## config.mk

```make
export PLATFORM = sky130hd
export DESIGN_NAME = fifo_stream_ctrl
export DESIGN_NICKNAME = d
export VERILOG_FILES = /design/src/rtl/fifo_stream_ctrl.sv
export SDC_FILE = /design/constraint.sdc
export NUM_CORES = 1
export LEC_CHECK = 0
export ABC_AREA = 0
export BUFFER_PORTS_ARGS = -buffer_cell sky130_fd_sc_hd__buf_2
export CORE_UTILIZATION = 30
export DETAILED_ROUTE_END_ITERATION = 8
export PLACE_DENSITY_LB_ADDON = 0.3
export SLEW_MARGIN = 20
export SYNTH_ARGS = -nofsm -noshare
export SYNTH_HDL_FRONTEND = slang
export SYNTH_SLANG_ARGS = --single-unit
```

## constraint.sdc

```tcl
create_clock -name ACLK -period 3.5 [get_ports ACLK]
set_input_delay 0.525 -clock ACLK [delete_from_list [all_inputs] [get_ports ACLK]]
set_output_delay 0.525 -clock ACLK [all_outputs]
set_load 0.02 [all_outputs]
```

## src/rtl/fifo_stream_ctrl.sv

```systemverilog
// fifo_stream_ctrl: round-robin two sample sources into a FIFO; drain the FIFO in bursts onto a valid/ready stream.
// Latency: write path is combinational (0 cycles); first drained word is valid 2 cycles after RD, >=3 cycles per word.
// Backpressure: FIFO full deasserts both source readies; m_ready_i low holds the current output word until accepted.
// Option: define FIFO_CTRL_BURST_CNT_EN to add the 16-bit completed-burst counter on burst_cnt_o.
module fifo_stream_ctrl #(
  parameter int DATA_WIDTH = 32,
  parameter int BURST_LEN  = 8
) (
  input  logic                  ACLK,
  input  logic                  ARESETn,
  input  logic                  enable_i,
  input  logic                  flush_i,
  input  logic [DATA_WIDTH-1:0] thresh_i,
  input  logic                  s0_valid_i,
  input  logic [DATA_WIDTH-1:0] s0_data_i,
  output logic                  s0_ready_o,
  input  logic                  s1_valid_i,
  input  logic [DATA_WIDTH-1:0] s1_data_i,
  output logic                  s1_ready_o,
  output logic                  fifo_wr_en_o,
  output logic [DATA_WIDTH-1:0] fifo_data_in_o,
  output logic                  fifo_rd_en_o,
  input  logic [DATA_WIDTH-1:0] fifo_data_out_i,
  input  logic                  fifo_empty_i,
  input  logic                  fifo_full_i,
  input  logic [DATA_WIDTH-1:0] fifo_level_i,
  output logic                  m_valid_o,
  output logic [DATA_WIDTH-1:0] m_data_o,
  output logic                  m_last_o,
  input  logic                  m_ready_i,
  output logic                  busy_o
`ifdef FIFO_CTRL_BURST_CNT_EN
  ,
  output logic [15:0]           burst_cnt_o
`endif
);

  // A single-word burst still needs a 1-bit counter so the compare below is well formed.
  localparam int CNT_W = (BURST_LEN > 1) ? $clog2(BURST_LEN) : 1;
  localparam logic [CNT_W-1:0] CNT_LAST = CNT_W'(BURST_LEN - 1);
  localparam logic [DATA_WIDTH-1:0] THR_ONE = DATA_WIDTH'(1);

  localparam logic [1:0] S_IDLE = 2'd0;
  localparam logic [1:0] S_RD   = 2'd1;
  localparam logic [1:0] S_LOAD = 2'd2;
  localparam logic [1:0] S_OUT  = 2'd3;

  logic [1:0]            state_q, state_d;
  logic                  rr_q, rr_d;
  logic [CNT_W-1:0]      cnt_q, cnt_d;
  logic [DATA_WIDTH-1:0] m_data_q, m_data_d;
  logic                  m_last_q, m_last_d;

  logic                  any_vld;
  logic                  gnt1;
  logic                  wr_en;
  logic [DATA_WIDTH-1:0] thr_eff;
  logic                  start;
  logic                  handshake;

  // Write arbiter: rr_q names the preferred source (1 = s1); a lone requester always wins.
  // Reset also gates the enable so no write can leak out while ARESETn is low.
  always_comb begin
    any_vld = s0_valid_i | s1_valid_i;
    gnt1    = s1_valid_i & (~s0_valid_i | rr_q);
    wr_en   = ARESETn & enable_i & ~fifo_full_i & any_vld;
    rr_d    = rr_q;
    if (wr_en) begin
      rr_d = ~gnt1;
    end
  end

  assign fifo_wr_en_o   = wr_en;
  assign s0_ready_o     = wr_en & ~gnt1;
  assign s1_ready_o     = wr_en & gnt1;
  assign fifo_data_in_o = wr_en ? (gnt1 ? s1_data_i : s0_data_i) : '0;

  // Drain FSM: one FIFO read per word, data captured the cycle after rd_en, then held until accepted.
  always_comb begin
    thr_eff   = (thresh_i == '0) ? THR_ONE : thresh_i;
    start     = enable_i & ~fifo_empty_i & ((fifo_level_i >= thr_eff) | flush_i);
    handshake = (state_q == S_OUT) & m_ready_i;
    state_d   = state_q;
    cnt_d     = cnt_q;
    m_data_d  = m_data_q;
    m_last_d  = m_last_q;
    case (state_q)
      S_IDLE: begin
        if (start) begin
          state_d = S_RD;
          cnt_d   = '0;
        end
      end
      S_RD: begin
        state_d = S_LOAD;
      end
      S_LOAD: begin
        // fifo_empty_i already reflects the read issued in RD, so empty here means this was the last word.
        m_data_d = fifo_data_out_i;
        m_last_d = (cnt_q == CNT_LAST) | fifo_empty_i;
        state_d  = S_OUT;
      end
      S_OUT: begin
        if (m_ready_i) begin
          if (m_last_q | ~enable_i) begin
            state_d = S_IDLE;
          end else begin
            // m_last_q is forced at CNT_LAST, so this increment cannot wrap.
            cnt_d   = cnt_q + 1'b1;
            state_d = S_RD;
          end
        end
      end
      default: begin
        state_d = S_IDLE;
      end
    endcase
  end

  // Controller state registers.
  always_ff @(posedge ACLK or negedge ARESETn) begin
    if (!ARESETn) begin
      state_q  <= S_IDLE;
      rr_q     <= 1'b0;
      cnt_q    <= '0;
      m_data_q <= '0;
      m_last_q <= 1'b0;
    end else begin
      state_q  <= state_d;
      rr_q     <= rr_d;
      cnt_q    <= cnt_d;
      m_data_q <= m_data_d;
      m_last_q <= m_last_d;
    end
  end

  assign fifo_rd_en_o = (state_q == S_RD);
  assign m_valid_o    = (state_q == S_OUT);
  assign m_data_o     = m_data_q;
  assign m_last_o     = m_last_q;
  assign busy_o       = (state_q != S_IDLE);

`ifdef FIFO_CTRL_BURST_CNT_EN
  logic [15:0] burst_cnt_q, burst_cnt_d;

  // Completed-burst counter: only a handshake on the last word counts; wraps naturally at 16 bits.
  always_comb begin
    burst_cnt_d = burst_cnt_q;
    if (handshake & m_last_q) begin
      burst_cnt_d = burst_cnt_q + 16'd1;
    end
  end

  // Burst counter register.
  always_ff @(posedge ACLK or negedge ARESETn) begin
    if (!ARESETn) begin
      burst_cnt_q <= 16'd0;
    end else begin
      burst_cnt_q <= burst_cnt_d;
    end
  end

  assign burst_cnt_o = burst_cnt_q;
`else
  logic unused_handshake;
  assign unused_handshake = handshake;
`endif

endmodule

```

==> impl_results.md <==
* Critical Path RT at 3.68 ns
* Detailed Routing Iterations Pass 1 at 6
* Total CTS buffers at 5
* Async set or reset register ratio after synthesis at 100.0%
* Routed Antenna Nets at 0
* Met2 wire length at around 5000 µm
* Met3 wire length at between 500 and 600 µm
* Worst-case clock buffer depth at 2
* Die ar. at slightly below 0.01 mm²
* Die Ht at slightly below 100 µm
* Max Cap Viol at 0
* Int Pwr at around 1.6 mW
* Worst slew margin at roughly 66%
* Final setup margin at between 0.7 and 0.8 ns
* Crit path kind: in -> reg
* Flops & latches, synth at 39
* Metal1 wirelength at about 3400 µm
* H-tree depth at 2
* Tot Pwr at approximately 2.5 mW
* Global route overflow at 0
* Hold buffer count at CTS at 0
* Initial Utilization at a little under a third
* Sequential cell area fraction in the yosys report at between 30% and 40%
* Largest net degree at the start of global routing at 40
* Area grow syn2layout at 51.95%
* Combinational Power Share at between 50% and 60%
* Sequential fraction of design power at a little under a third
* VDD IR max at between 0.3 and 0.4 mV
* Max Used Layer: met4
* Via count at 3002
* Flop2flop setup slack at 1.23 ns
* Clock transition at path regs at approximately 0.08 ns
* Syn Nets at 488
* CP Max Fanout at 5
* First-pass GRT wire length at approximately 14000 µm
* Synth Instances at 280
* Fin nets at 727
* Status: finished, final reports clean
* PD cells at just under 600 mW/mm²
* # IOs at between 200 and 250
* Crit Reg-Reg Startpoint: state_q[1]
* Synth Warn # at 0
* DPL Wire Length at approximately 8000 µm
* Max Freq at ~360 MHz
* Worst-Skew Late Latency at about 0.29 ns
* Post-cts sizing count at 0
* Crit start category: input port
* Worst Max-Slew Pin Slew at 0.5034 ns
* Chip Width at roughly 99 µm
* Arr. time, crit path at between 2 and 3 ns
* Max-slew violation count at 0
* # rows at 35
* Clock skew at between 0.005 and 0.006 ns
* Final setup violation count at 0
* Number of global-route vias before repair at between 2000 and 3000
* Initial DRC Count at between 40 and 50
* Switch Pwr at approximately 0.99 mW
* Clock Power Share at approximately 18%
* CTS tree: done
* Gpl congestion at roughly 0.88
* RSZ-0062 raised after global routing: false
* Mapped Area at around 0.0028 mm²
* Core ar. at 0.009240 mm²
* Reg2Reg Depth at 8
* Wire length per cell at about 14 µm
* Final min period at ~2.8 ns
* Clock root cell: clkbuf_8
* Crit share post-route at about four fifths
* Syn avg cell area at between 10 and 15 µm²
* Final hold violations at 0
* Pre-CTS setup slack at about 0.34 ns
* Setup tns final at 0 ns
* Via density at around 4.6
* Post-route DRC at 0
* Ys flop type: dfrtp_1
* Crit end category: flip-flop
* Hold Path Class: in -> async
* Number of clock sinks at 39
* Post-CTS Setup Repair Bufs at 0
* Initial antenna violation count at 1
* GRT Total Usage at around 18%
* Lkg Pwr at approximately 2.4 nW
* Switching Share at between 30% and 40%
* PortBufs at between 200 and 250
* Detailed-route wire length at 8975 µm
* Share of cells above drive strength 1 at between 50% and 60%
* R2R Path End: state_q[1]
* Number of synthesized flops with an enable pin at 0
* Synth unique cells at 40
worst max-delay path by stage:
stage | from | end | cells after the start
2_1_floorplan | thresh_i[25] | state_q[1] | 10
6_report | thresh_i[4] | state_q[1] | 11
5_1_grt | thresh_i[4] | state_q[1] | 11
4_1_cts | thresh_i[4] | state_q[1] | 11
3_5_place_dp | thresh_i[4] | state_q[1] | 11
3_3_place_gp | thresh_i[25] | state_q[1] | 11
placed cells by master, fill, tap and decap left out, types with 2 or more instances in the layout:
cell type / instances
bufinv_16: 2
o21ai_0: 7
nand4_1: 6
buf_4: 4
inv_1: 38
mux2_2: 33
buf_2: 239
a21oi_1: 14
nand3_1: 2
or3_1: 2
a22o_1: 32
ha_1: 39
nand2_1: 13
dfrtp_1: 39
nor4_1: 8
o2bb2ai_1: 3
nand2b_1: 2
clkbuf_8: 5
nor2_1: 8
logic make-up after synthesis:
group	count (synthesis)	share of synthesized area [%]
compound gates	69	18.89
buf+inv	50	6.719
simple gates	49	9.442
fa+ha+maj	39	17.13
flops	39	34.26
mux	34	13.57
stage by stage:
step | cell area, µm² | cells | utilization, % | hold WS (ns)
after CTS | 4327 | 649 | 46.82 | 0.3998
final | 4329 | 650 | 46.85 | 0.3803
after detailed placement | 4194 | 641 | 45.39 | 0.4905
after global placement | 4194 | 641 | 45.39 | 0.4837
after floorplan | 2849 | 280 | - | 0.2294
after global routing | 4329 | 650 | 46.85 | 0.4199
layer usage:
| layer | track usage (%) | vias to the layer above |
|---|---|---|
| met5 | 0 | - |
| met4 | 4.864 | 0 |
| met3 | 2.389 | 11 |
| met2 | 36.11 | 120 |
| met1 | 18.15 | 1366 |
| li1 | - | 1505 |
area by class of cell:
type	count	area [µm²]
diodes	1	2.502
inverters	39	146.4
fillers	942	4911
flip-flops and latches	39	975.9
well taps	129	161.4
clock buffers	6	72.57
multi-input cells	191	1684
repair buffers	243	1226
clock inverters	2	60.06
Yosys cell counts (all sizes together) (6+ instances only):
cell    count  share of area [%]
nor4        9                2.2
clkbuf      6               0.79
ha         39                 17
a21oi      15                2.8
o21ai       8                1.8
dfrtp      39                 34
nand4       7                1.8
nand2      13                1.7
mux2       34                 14
a22o       32                9.8
inv        39                5.1
nor2        9                1.2
flip-flops by register name, summed over array words and instances, names as in the netlist:
register and cells:
m_data_o 32, cnt_q 3, state_q 2, m_last_o 1
rr_q 1
power by group through the flow:
stage	Sequential [mW]	Combinational [mW]	Clock (mW)
finish	0.791	1.31	0.447
floorplan	1.04	0.624	0
CTS	0.795	1.33	0.458
detailed placement	0.804	1.33	0
global placement	0.790	1.30	0
global route	0.823	1.42	0.476
critical path: stages:
cell and delay, ns:
buf_2 0.11, nor4_1 0.38, nand4_1 0.15, o21bai_1 0.16, ha_1 0.24, nand2b_1 0.15, a2111o_1 0.40, a32oi_1 0.22
a21oi_2 0.12, o21ai_4 0.21, mux2_4 0.32
Power figures use the tool's default switching activity.
